==> config.mk <==
export PLATFORM = sky130hd
export DESIGN_NAME = vga_timing_gen
export DESIGN_NICKNAME = d
export VERILOG_FILES = /design/src/rtl/vga_timing_pkg.sv /design/src/rtl/vga_delay_line.sv /design/src/rtl/vga_timing_gen.sv
export SDC_FILE = /design/constraint.sdc
export NUM_CORES = 1
export LEC_CHECK = 0
export ABC_AREA = 1
export CAP_MARGIN = 15
export CORE_MARGIN = 2
export CORE_UTILIZATION = 45
export CTS_CLUSTER_DIAMETER = 80
export CTS_CLUSTER_SIZE = 12
export DETAILED_ROUTE_END_ITERATION = 8
export PLACE_DENSITY = 0.67
export SYNTH_ARGS = -nofsm -noshare
export SYNTH_HDL_FRONTEND = slang
export SYNTH_SLANG_ARGS = --single-unit
==> constraint.sdc <==
create_clock -name clk -period 1.8 [get_ports clk]
set_clock_uncertainty 0.05 [all_clocks]
set_input_delay 0.27 -clock clk [delete_from_list [all_inputs] [get_ports clk]]
set_output_delay 0.27 -clock clk [all_outputs]
set_load 0.05 [all_outputs]
==> src/rtl/vga_timing_pkg.sv <==
// vga_timing_pkg: 640x480@60 default timing, frame-total helpers and sync polarity constants
package vga_timing_pkg;
   localparam int DEF_H_ACTIVE = 640;
   localparam int DEF_H_FP     = 16;
   localparam int DEF_H_SYNC   = 96;
   localparam int DEF_H_BP     = 48;
   localparam int DEF_V_ACTIVE = 480;
   localparam int DEF_V_FP     = 10;
   localparam int DEF_V_SYNC   = 2;
   localparam int DEF_V_BP     = 33;
   localparam bit POL_LOW  = 1'b0;
   localparam bit POL_HIGH = 1'b1;
   typedef struct packed {
      logic hs;
      logic vs;
      logic de;
      logic sof;
      logic eol;
   } vid_t;
   function automatic int h_total(input int active, input int fp, input int sync, input int bp);
      return active + fp + sync + bp;
   endfunction
   function automatic int v_total(input int active, input int fp, input int sync, input int bp);
      return active + fp + sync + bp;
   endfunction
endpackage

==> src/rtl/vga_delay_line.sv <==
// vga_delay_line: D-deep shift register with async reset and synchronous flush
module vga_delay_line #(
   parameter int W = 1,
   parameter int D = 1
) (
   input  logic         clk,
   input  logic         rst,
   input  logic         flush,
   input  logic [W-1:0] d,
   output logic [W-1:0] q
);
   if (D == 0) begin : g_wire
      assign q = d;
   end else begin : g_sr
      logic [W-1:0] sr [D];
      always_ff @(posedge clk or posedge rst)
         if (rst) sr <= '{default: '0};
         else if (flush) sr <= '{default: '0};
         else begin
            sr[0] <= d;
            for (int i = 1; i < D; i++) sr[i] <= sr[i-1];
         end
      assign q = sr[D-1];
   end
endmodule

==> src/rtl/vga_timing_gen.sv <==
// vga_timing_gen: VGA raster counters, stage-0 strobes and PIPE-delayed sync/de/sof/eol outputs
module vga_timing_gen
   import vga_timing_pkg::*;
#(
   parameter int H_ACTIVE = DEF_H_ACTIVE,
   parameter int H_FP     = DEF_H_FP,
   parameter int H_SYNC   = DEF_H_SYNC,
   parameter int H_BP     = DEF_H_BP,
   parameter int V_ACTIVE = DEF_V_ACTIVE,
   parameter int V_FP     = DEF_V_FP,
   parameter int V_SYNC   = DEF_V_SYNC,
   parameter int V_BP     = DEF_V_BP,
   parameter bit HS_POL   = POL_LOW,
   parameter bit VS_POL   = POL_LOW,
   parameter int CW       = 10,
   parameter int PIPE     = 1
) (
   input  logic          clk,
   input  logic          rst,
   input  logic          en,
   output logic          req,
   output logic [CW-1:0] x,
   output logic [CW-1:0] y,
   output logic          hsync,
   output logic          vsync,
   output logic          de,
   output logic          sof,
   output logic          eol
);
   localparam int H_TOT = h_total(H_ACTIVE, H_FP, H_SYNC, H_BP);
   localparam int V_TOT = v_total(V_ACTIVE, V_FP, V_SYNC, V_BP);
   if ((64'd1 << CW) < 64'(H_TOT) || (64'd1 << CW) < 64'(V_TOT)) begin : g_cw_err
      $error("vga_timing_gen: CW too narrow for H_TOTAL/V_TOTAL");
   end
   if (PIPE < 0 || PIPE > 4) begin : g_pipe_err
      $error("vga_timing_gen: PIPE must be 0..4");
   end
   // inclusive bounds keep every constant representable even when a total equals 2^CW
   localparam logic [CW-1:0] H_LAST   = CW'(H_TOT - 1);
   localparam logic [CW-1:0] V_LAST   = CW'(V_TOT - 1);
   localparam logic [CW-1:0] HA_LAST  = CW'(H_ACTIVE - 1);
   localparam logic [CW-1:0] VA_LAST  = CW'(V_ACTIVE - 1);
   localparam logic [CW-1:0] HS_FIRST = CW'(H_ACTIVE + H_FP);
   localparam logic [CW-1:0] HS_LAST  = CW'(H_ACTIVE + H_FP + H_SYNC - 1);
   localparam logic [CW-1:0] VS_FIRST = CW'(V_ACTIVE + V_FP);
   localparam logic [CW-1:0] VS_LAST  = CW'(V_ACTIVE + V_FP + V_SYNC - 1);
   logic [CW-1:0] hc, vc;
   logic          h_wrap, v_wrap;
   vid_t          s0_nxt, s0, s0_d;
   assign h_wrap = hc == H_LAST;
   assign v_wrap = vc == V_LAST;
   always_comb begin
      s0_nxt     = '0;
      s0_nxt.de  = hc <= HA_LAST && vc <= VA_LAST;
      s0_nxt.hs  = hc >= HS_FIRST && hc <= HS_LAST;
      s0_nxt.vs  = vc >= VS_FIRST && vc <= VS_LAST;
      s0_nxt.sof = hc == '0 && vc == '0;
      s0_nxt.eol = hc == HA_LAST && vc <= VA_LAST;
   end
   always_ff @(posedge clk or posedge rst)
      if (rst) begin
         hc <= '0;
         vc <= '0;
         s0 <= '0;
         x  <= '0;
         y  <= '0;
      end else if (!en) begin
         hc <= '0;
         vc <= '0;
         s0 <= '0;
         x  <= '0;
         y  <= '0;
      end else begin
         hc <= h_wrap ? '0 : hc + 1'b1;
         if (h_wrap) vc <= v_wrap ? '0 : vc + 1'b1;
         s0 <= s0_nxt;
         x  <= hc;
         y  <= vc;
      end
   vga_delay_line #(.W($bits(vid_t)), .D(PIPE)) u_dly (
      .clk   (clk),
      .rst   (rst),
      .flush (!en),
      .d     (s0),
      .q     (s0_d)
   );
   assign req   = s0.de;
   assign hsync = s0_d.hs ? HS_POL : ~HS_POL;
   assign vsync = s0_d.vs ? VS_POL : ~VS_POL;
   assign de    = s0_d.de;
   assign sof   = s0_d.sof;
   assign eol   = s0_d.eol;
endmodule

* Word-level counts from Yosys, hierarchy flattened
Cells that the tools add are included.
** Storage, ports and cells
- Register bits after elaboration :: 50
- Word-level logic and storage cells :: 40
** Operators by class
- $add $sub $neg :: 2
- $lt $le $gt $ge :: 6
- Eq/ne operators :: 4
- Muxes and demuxes :: 11
- Reductions and logical operators :: 7
** Operators by type and width (number)
- two-way mux 10 bit :: 7
- equality test 10 bit, second input constant :: 3
- adder 10 x 1 -> 10 bit, second input constant :: 2
- less-or-equal comparator 10 bit, second input constant :: 2
- less-or-equal comparator 10 x 9 -> 1 bit, second input constant :: 2
- zero test 10 bit :: 2
- greater-or-equal comparator 10 bit, second input constant :: 1
- greater-or-equal comparator 10 x 9 -> 1 bit, second input constant :: 1
- two-way mux 5 bit :: 2
- logical AND 1 bit :: 5
- two-way mux 1 bit :: 2
- != test 2 x 1 -> 1 bit, second input constant :: 1

* Longest topological paths before layout
Gate-level depths: netlist (run 1).
- Depth after elaboration :: 4
- Depth in mapped cells :: 9
- Depth with buffers taken out :: 9

* By module
Synthesis (run 1) repeated with hierarchy kept, for this count alone.
** Unflattened totals
- Cells, all modules :: 281
- Area, all modules :: 2311.0 um2
** By module, submodules not included
- vga_timing_gen :: times used 1, cells an instance 265, area each 2144.6 um2, sequential area each 1126.1 um2
- vga_delay_line :: times used 1, cells an instance 16, area each 166.4 um2, sequential area each 125.1 um2

* Least setup slack after synthesis (run 1)
No wires, ideal clock.
- Kind :: register to register
- Start point :: reg hc[0]
- End point :: reg vc[3]
- Data arrival time :: 1205 ps
- Data required time :: 1631 ps
- Slack :: 426 ps
- Stages on the path, launching flop included :: 10
- Buffers on the path :: 1
- Clock period less this slack :: 1374 ps
- Cells stage by stage :: dfrtp_1 -> ha_1 -> nand3_2 -> nor2_2 -> nand2_2 -> nand2_4 -> buf_8 -> nand3_1 -> nand2_1 -> nor2_1
** Between the ends
- Word-level cells in the longest chain between the ends :: 2
** RTL lines
- start: declaration :: RTL line vga_timing_gen.sv:47 : logic [CW-1:0] hc, vc;
- start signal: assignment :: RTL line vga_timing_gen.sv:74 : hc <= h_wrap ? '0 : hc + 1'b1;
- equality test 10 bit :: RTL line vga_timing_gen.sv:50 : assign h_wrap = hc == H_LAST;
- != test 2 x 1 -> 1 bit (no line)
- end signal: assignment :: RTL line vga_timing_gen.sv:75 : if (h_wrap) vc <= v_wrap ? '0 : vc + 1'b1;
- end: declaration :: RTL line vga_timing_gen.sv:47
No other way between the ends.
A chain may end at the register's enable or synchronous reset.

* Worst setup path after layout (run 1)
- Start point :: reg x[9]
- End point :: out x[9]
** RTL lines
- start: declaration :: RTL line vga_timing_gen.sv:22 : output logic [CW-1:0] x,
- start signal: assignment :: RTL line vga_timing_gen.sv:65 : x <= '0;
- start signal: assignment :: RTL line vga_timing_gen.sv:71 : x <= '0;
- start signal: assignment :: RTL line vga_timing_gen.sv:77 : x <= hc;
No word-level cell between the ends.

==> results.json, run 1 <==
{
  "cts_setup_buffers": 0,
  "slew_violations": 0,
  "status": "finished, final reports clean",
  "critical_path_arrival_ns": 1.42,
  "cp_max_fo": 1,
  "die_extent_in_x_um": 75.0,
  "setup-violations-final": 0,
  "seq_area_frac_synth": 0.552,
  "grt_max_degree": 51,
  "multi_input_area_sq_um": 747,
  "floorplan.die_area_sq_um": 5620,
  "numCtsBuffers": 5,
  "syn_area_sq_um": 2270,
  "fin_crit_sh": 0.964,
  "totalPowerFinal_w": 0.00194,
  "routed-wl-met2_mm": 1.80,
  "floorplan.initialDensity": 0.474,
  "cp_slowest_cell": "clkdlybuf4s50_1",
  "coreArea_sq_um": 4790,
  "highest_layer": "met4",
  "detailedRoute.firstPassIterationCount": 4,
  "cp_cell_sequence": "clkdlybuf4s50_1",
  "syn_avg_cell_area_sq_um": 8.46,
  "wire_length_of_the_first_global_routing_pass_mm": 6.92,
  "insertedDiodeCount": 0,
  "drt_iter0_markers": 80,
  "vias_per_cell": 4.54,
  "final_hold_viol_count": 0,
  "slowest_delay_ns": 0.79,
  "final_layout_size_suffix_gt1_frac": 0.116,
  "worstHoldPathType": "in2async",
  "gate_count_post_synth": 268,
  "achievable-frequency_mhz": 576,
  "wire_per_inst_um": 10.7,
  "drc_errors": 0,
  "dp.final_hpwl_mm": 2.81,
  "routabilityCongestion": 0.824,
  "critical_path.n_buffers_inverters": 1,
  "vias": 1676,
  "clk_path_buf_depth": 2,
  "startpoint_to_endpoint_class_of_the_critical_path": "reg2out",
  "io_buffer_count": 28,
  "setup.worst_path.start_class": "register",
  "routed_wl_mm": 3.96,
  "detailed_place.area_sq_um": 2620,
  "grt_pass1_vias": 1528,
  "globalRoute.totalOverflow": 0,
  "tritoncts": "yes",
  "worst_skew_pair_later_pin_latency_ns": 0.30,
  "power_leakage_nw": 1.55,
  "final-seq-area_sq_um": 1250,
  "time_the_final_worst_path_needs_with_i_o_delays_and_setup_ns": 1.74,
  "ctsHtreeMaxLevel": 2,
  "cts_root_buf": "clkbuf_8",
  "vdd_drop_max_mv": 0.427,
  "design_area_sq_um": 2720,
  "io_pins": 29,
  "synth_warn": 0,
  "power.density_cell_area_nw_per_um2": 712,
  "wl_met3_um": 136,
  "cpLargestDelayFamily": "buffers and inverters",
  "postRouteAntennaNets": 0,
  "synth_seq_cells": 50,
  "clock-sinks": 50,
  "yosysUniqueCellTypes": 26,
  "timing.setup.tns_ns": 0,
  "die_height_um": 75.0,
  "met1_length_mm": 1.97,
  "cts.hold.buffers_added": 0,
  "clock_pin_slew_on_the_worst_setup_and_hold_paths_ns": 0.09,
  "fillerInstances": 454,
  "grt_use_total": 0.164,
  "rsz_0062_raised_after_global_routing": "no",
  "worst_pin_slew_ns": 0.502,
  "worst_ep_required_time_ns": 1.48,
  "worst_setup_path_end_kind": "primary output",
  "synthesized_nets": 276,
  "core.rowCount": 25,
  "maxCapViolations": 0,
  "fin_nets": 309,
  "worst_slew_margin_rel": 0.664,
  "grt_antenna_before_repair": 0,
  "area_delta_synth_final_pct": 20.1
}
[layer usage]
layer,vias to the layer above,GRT usage
li1,871,-
met1,765,0.225
met2,35,0.255
met3,5,0.0361
met4,0,0.0595
met5,-,0
[metrics by stage]
stage	worst slack [ns]	utilization	hold WS, ns	instances
4_1_cts	0.0227	0.568	0.268	369
6_report	0.0647	0.569	0.265	369
5_1_grt	0.00137	0.569	0.335	369
3_5_place_dp	0.205	0.548	0.366	361
2_1_floorplan	0.279	-	0.337	268
3_3_place_gp	0.222	0.548	0.365	361
[layout make-up]
| cell class | instances | area share |
|---|---|---|
| well taps | 67 | 0.0308 |
| multi-input cells | 151 | 0.274 |
| repair buffers | 32 | 0.117 |
| flip-flops and latches | 50 | 0.459 |
| clock inverters | 2 | 0.00459 |
| inverters | 61 | 0.0841 |
| clock buffers | 6 | 0.0303 |
[state kept, by name (all words and copies together) (netlist names)]
signal	count
u_dly.q	5
vc	10
hc	10
s0	4
y	10
req	1
x	10
[worst reg2reg max path, stage by stage, from the launching register on]
cell     delay [ns]
dfrtp_1        0.42
ha_1           0.22
nand3_2        0.12
nor2_2         0.11
nand2_2        0.08
nand2_4        0.16
inv_2          0.12
o21ai_0        0.10
nor2_1         0.07
[cells in the mapped netlist]
cell,number,share of area
o21bai_1,1,0.0033
a21oi_1,6,0.013
nand3_2,2,0.0088
nor3_1,4,0.0088
buf_2,5,0.011
buf_8,1,0.0066
nand3_1,18,0.040
inv_2,3,0.0050
dfrtp_1,50,0.55
nor2_2,3,0.0083
o21ai_0,9,0.020
a211oi_1,1,0.0033
a21oi_2,1,0.0039
nand2_2,2,0.0055
ha_1,5,0.028
nor4_1,2,0.0055
nor2_4,1,0.0050
nor2_1,26,0.043
o211ai_1,1,0.0033
o21ai_1,1,0.0022
nand2_1,59,0.098
nand2_4,1,0.0050
xor2_1,2,0.0077
xnor2_1,1,0.0039
inv_1,58,0.096
nand4_1,5,0.014
[repair_timing]
action / in CTS / in global routing
setup endpoints to repair: 0 / 2
hold endpoints to repair: 0 / 0
gates resized for setup: 0 / 2
[layout by cell type, fill, tap and decap left out]
cell	n
nor4_1	2
o21bai_1	1
inv_2	4
ha_1	5
dfrtp_1	50
a211oi_1	1
xnor2_1	1
clkinvlp_4	1
xor2_1	2
clkbuf_8	6
a21oi_2	1
a21oi_1	6
buf_12	2
dlymetal6s2s_1	2
nor3_1	4
nand3_1	18
nand4_1	5
nand3_2	2
o211ai_1	1
nand2_1	59
o21ai_0	9
buf_4	11
nor2_2	3
inv_1	57
nand2_4	1
clkdlybuf4s50_1	17
nor2_4	1
nand2_2	2
clkinv_2	1
nor2_1	26
o21ai_1	1
[where the power goes]
group          internal, W  switching, W
Clock             0.000309      0.000358
Combinational    0.0000397     0.0000885
Sequential         0.00114    0.00000895
Total              0.00149      0.000455
[final timing paths]
check | slack, ns | startpoint | cells after the start | end
max | 0.06 | x[9] | 1 | x[9]
min | 0.26 | rst | 3 | hc[8]
max reg2reg | 0.25 | hc[0] | 8 | hc[9]
min reg2reg | 0.39 | s0[1] | 2 | u_dly.q[1]
max in group asynchronous | 1.22 | rst | 3 | s0[3]
min in group clk | 0.39 | s0[1] | 2 | u_dly.q[1]
[cells by family (layout without fill, tap and decap cells)]
family	Yosys count	after routing	synth area share
XOR/XNOR	3	3	0.0116
adder cells (fa/ha/maj)	5	5	0.0276
AND/OR/NAND/NOR	123	123	0.241
AO/OA/AOI/OAI	20	20	0.0491
flip-flops	50	50	0.552
buffers and inverters	67	101	0.119
Note: power is estimated with default switching activity, not from simulation.
==> run 2, diff against run 1 <==
CORE_ASPECT_RATIO = 1.2   (was unset)
SETUP_SLACK_MARGIN = 0.05   (was unset)
SLEW_MARGIN = 20   (was unset)
==> run 2 against run 1 <==
  * Largest cell class unchanged
  * Cell area shrank 2.1%
  * Global-route usage increased by 0.71 points
  * Utilization fell by 2.6 points
  * Sequential power about the same
  * Flip-flop and latch count unchanged
==> results.json, run 2 (synthesis results as in run 1) <==
{
  "status": "finished, final reports clean",
  "cp_max_fo": 15,
  "wire_length_of_the_first_global_routing_pass_mm": 7.13,
  "wire_per_inst_um": 11.3,
  "core.rowCount": 28,
  "die_height_um": 81.8,
  "cp_slowest_cell": "dfrtp_1",
  "layout_commonest_cell": "nand2_1",
  "setup.worst_path.start_class": "register",
  "fin_crit_sh": 0.862,
  "critPathMostFrequentCell": "nand2_1",
  "comb_power_share": 0.064,
  "rsz_0062_raised_after_global_routing": "no",
  "detailedRoute.firstPassIterationCount": 4,
  "grt_antenna_before_repair": 0,
  "ctsHtreeMaxLevel": 2,
  "critical_path_arrival_ns": 1.71,
  "clock_network_fraction_of_design_power": 0.336,
  "drt_iter0_markers": 107,
  "tritoncts": "yes",
  "timing.final.ws_setup_ns": 0.248,
  "achievable-frequency_mhz": 644,
  "dp.final_hpwl_mm": 2.82,
  "p_int_w": 0.00144,
  "io_buffer_count": 28,
  "routabilityCongestion": 0.818,
  "drc_errors": 0,
  "worst_ep_required_time_ns": 1.95,
  "routed_wl_mm": 4.06,
  "floorplan.die_area_sq_um": 5620,
  "clock-sinks": 50,
  "timing.setup.tns_ns": 0,
  "clk_path_buf_depth": 2,
  "setup-violations-final": 0,
  "worstHoldPathType": "in2async",
  "maxCapViolations": 0,
  "cp_cell_sequence": "ha_1, nand3_2, nor2_2, nand2_2, nand2_4, nand2_1, nand2_1, nor2_1",
  "coreArea_sq_um": 4900,
  "switching_share": 0.247,
  "die_extent_in_x_um": 68.8,
  "slowest_delay_ns": 0.42,
  "seq_power_share": 0.600,
  "clock_pin_slew_on_the_worst_setup_and_hold_paths_ns": 0.09,
  "layout.cells.most_common_list": "nand2_1 (59), inv_1 (57), dfrtp_1 (50), nor2_1 (26), nand3_1 (18)",
  "area_delta_synth_final_pct": 17.6,
  "startpoint_to_endpoint_class_of_the_critical_path": "reg2reg",
  "grt_use_total": 0.171,
  "vdd_drop_max_mv": 0.330,
  "worst_skew_pair_later_pin_latency_ns": 0.31,
  "globalRoute.totalOverflow": 0,
  "worst_slew_margin_rel": 0.665,
  "power_leakage_nw": 1.59,
  "cts_root_buf": "clkbuf_8",
  "critical_path.n_buffers_inverters": 0,
  "grt_pass1_vias": 1612,
  "multi_input_area_sq_um": 747,
  "cpLargestDelayFamily": "simple AND/OR/NAND/NOR gates",
  "worst_setup_path_end_kind": "register",
  "fin_nets": 307,
  "switchingPower_w": 0.000473,
  "power.density_cell_area_nw_per_um2": 717,
  "post-place-ws_ns": 0.191,
  "insertedDiodeCount": 0,
  "final_layout_size_suffix_gt1_frac": 0.107,
  "cts.hold.buffers_added": 0,
  "final_hold_viol_count": 0,
  "worst_pin_slew_ns": 0.502,
  "io_pins": 29,
  "postRouteAntennaNets": 0,
  "vias": 1700,
  "final-seq-area_sq_um": 1250,
  "fillerInstances": 463,
  "numCtsBuffers": 5,
  "floorplan.initialDensity": 0.462,
  "grt_max_degree": 51,
  "time_the_final_worst_path_needs_with_i_o_delays_and_setup_ns": 1.55,
  "slew_violations": 0,
  "vias_per_cell": 4.74
}
[run 2: worst paths after layout]
| kind | startpoint | to | slack (ns) | depth (start not counted) |
|---|---|---|---|---|
| min in group clk | s0[0] | u_dly.q[0] | 0.39 | 2 |
| worst max register to register | hc[0] | vc[9] | 0.25 | 8 |
| worst min-delay path | rst | x[4] | 0.27 | 3 |
| max in group asynchronous | rst | hc[0] | 1.21 | 3 |
| worst min register to register | s0[0] | u_dly.q[0] | 0.39 | 2 |
| worst max-delay path | hc[0] | vc[9] | 0.25 | 8 |
[run 2: worst min-delay path, stage by stage]
cell             delay, ns
clkdlybuf4s50_1       0.42
inv_2                 0.07
buf_12                0.25
[run 2: timing repair]
action	in CTS	in global routing
endpoints found under the setup margin	16	1
pin swaps	0	0
buffers inserted	0	0
resized for setup	16	1
[run 2: power groups by stage]
| stage | clock network, W | logic [W] | registers [W] |
|---|---|---|---|
| finish | 0.000643 | 0.000123 | 0.00115 |
| global route | 0.000707 | 0.000137 | 0.00115 |
| CTS | 0.000668 | 0.000126 | 0.00115 |
| detailed placement | 0 | 0.000129 | 0.00117 |
| global placement | 0 | 0.000126 | 0.00117 |
| floorplan | 0 | 0.0000615 | 0.00119 |
[run 2: layer usage]
metal  part of all wire  GRT usage  vias up  wire length (um)
li1                   -          -      871                 -
met1               0.46      0.214      783              1860
met2               0.49      0.280       42              1980
met3              0.047     0.0411        4               190
met4             0.0074     0.0686        0                30
met5                  0          0        -                 0
[run 2: stage by stage]
step / total power (W) / instances / hold slack, ns / utilization / area (sq um)
floorplan: 0.00125 / 268 / 0.337 / - / 2270
global placement: 0.00129 / 352 / 0.368 / 0.530 / 2600
detailed placement: 0.00130 / 352 / 0.373 / 0.530 / 2600
CTS: 0.00194 / 359 / 0.280 / 0.543 / 2660
global route: 0.00199 / 359 / 0.290 / 0.544 / 2670
finish: 0.00191 / 359 / 0.267 / 0.544 / 2670
[run 2: final cells by class]
type	instances	share of cell area
tap	60	0.0282
clock buffer	5	0.0258
multi-input combinational	151	0.280
timing repair buffer	30	0.105
sequential	50	0.469
clock inverter	2	0.00563
inverter	61	0.0859
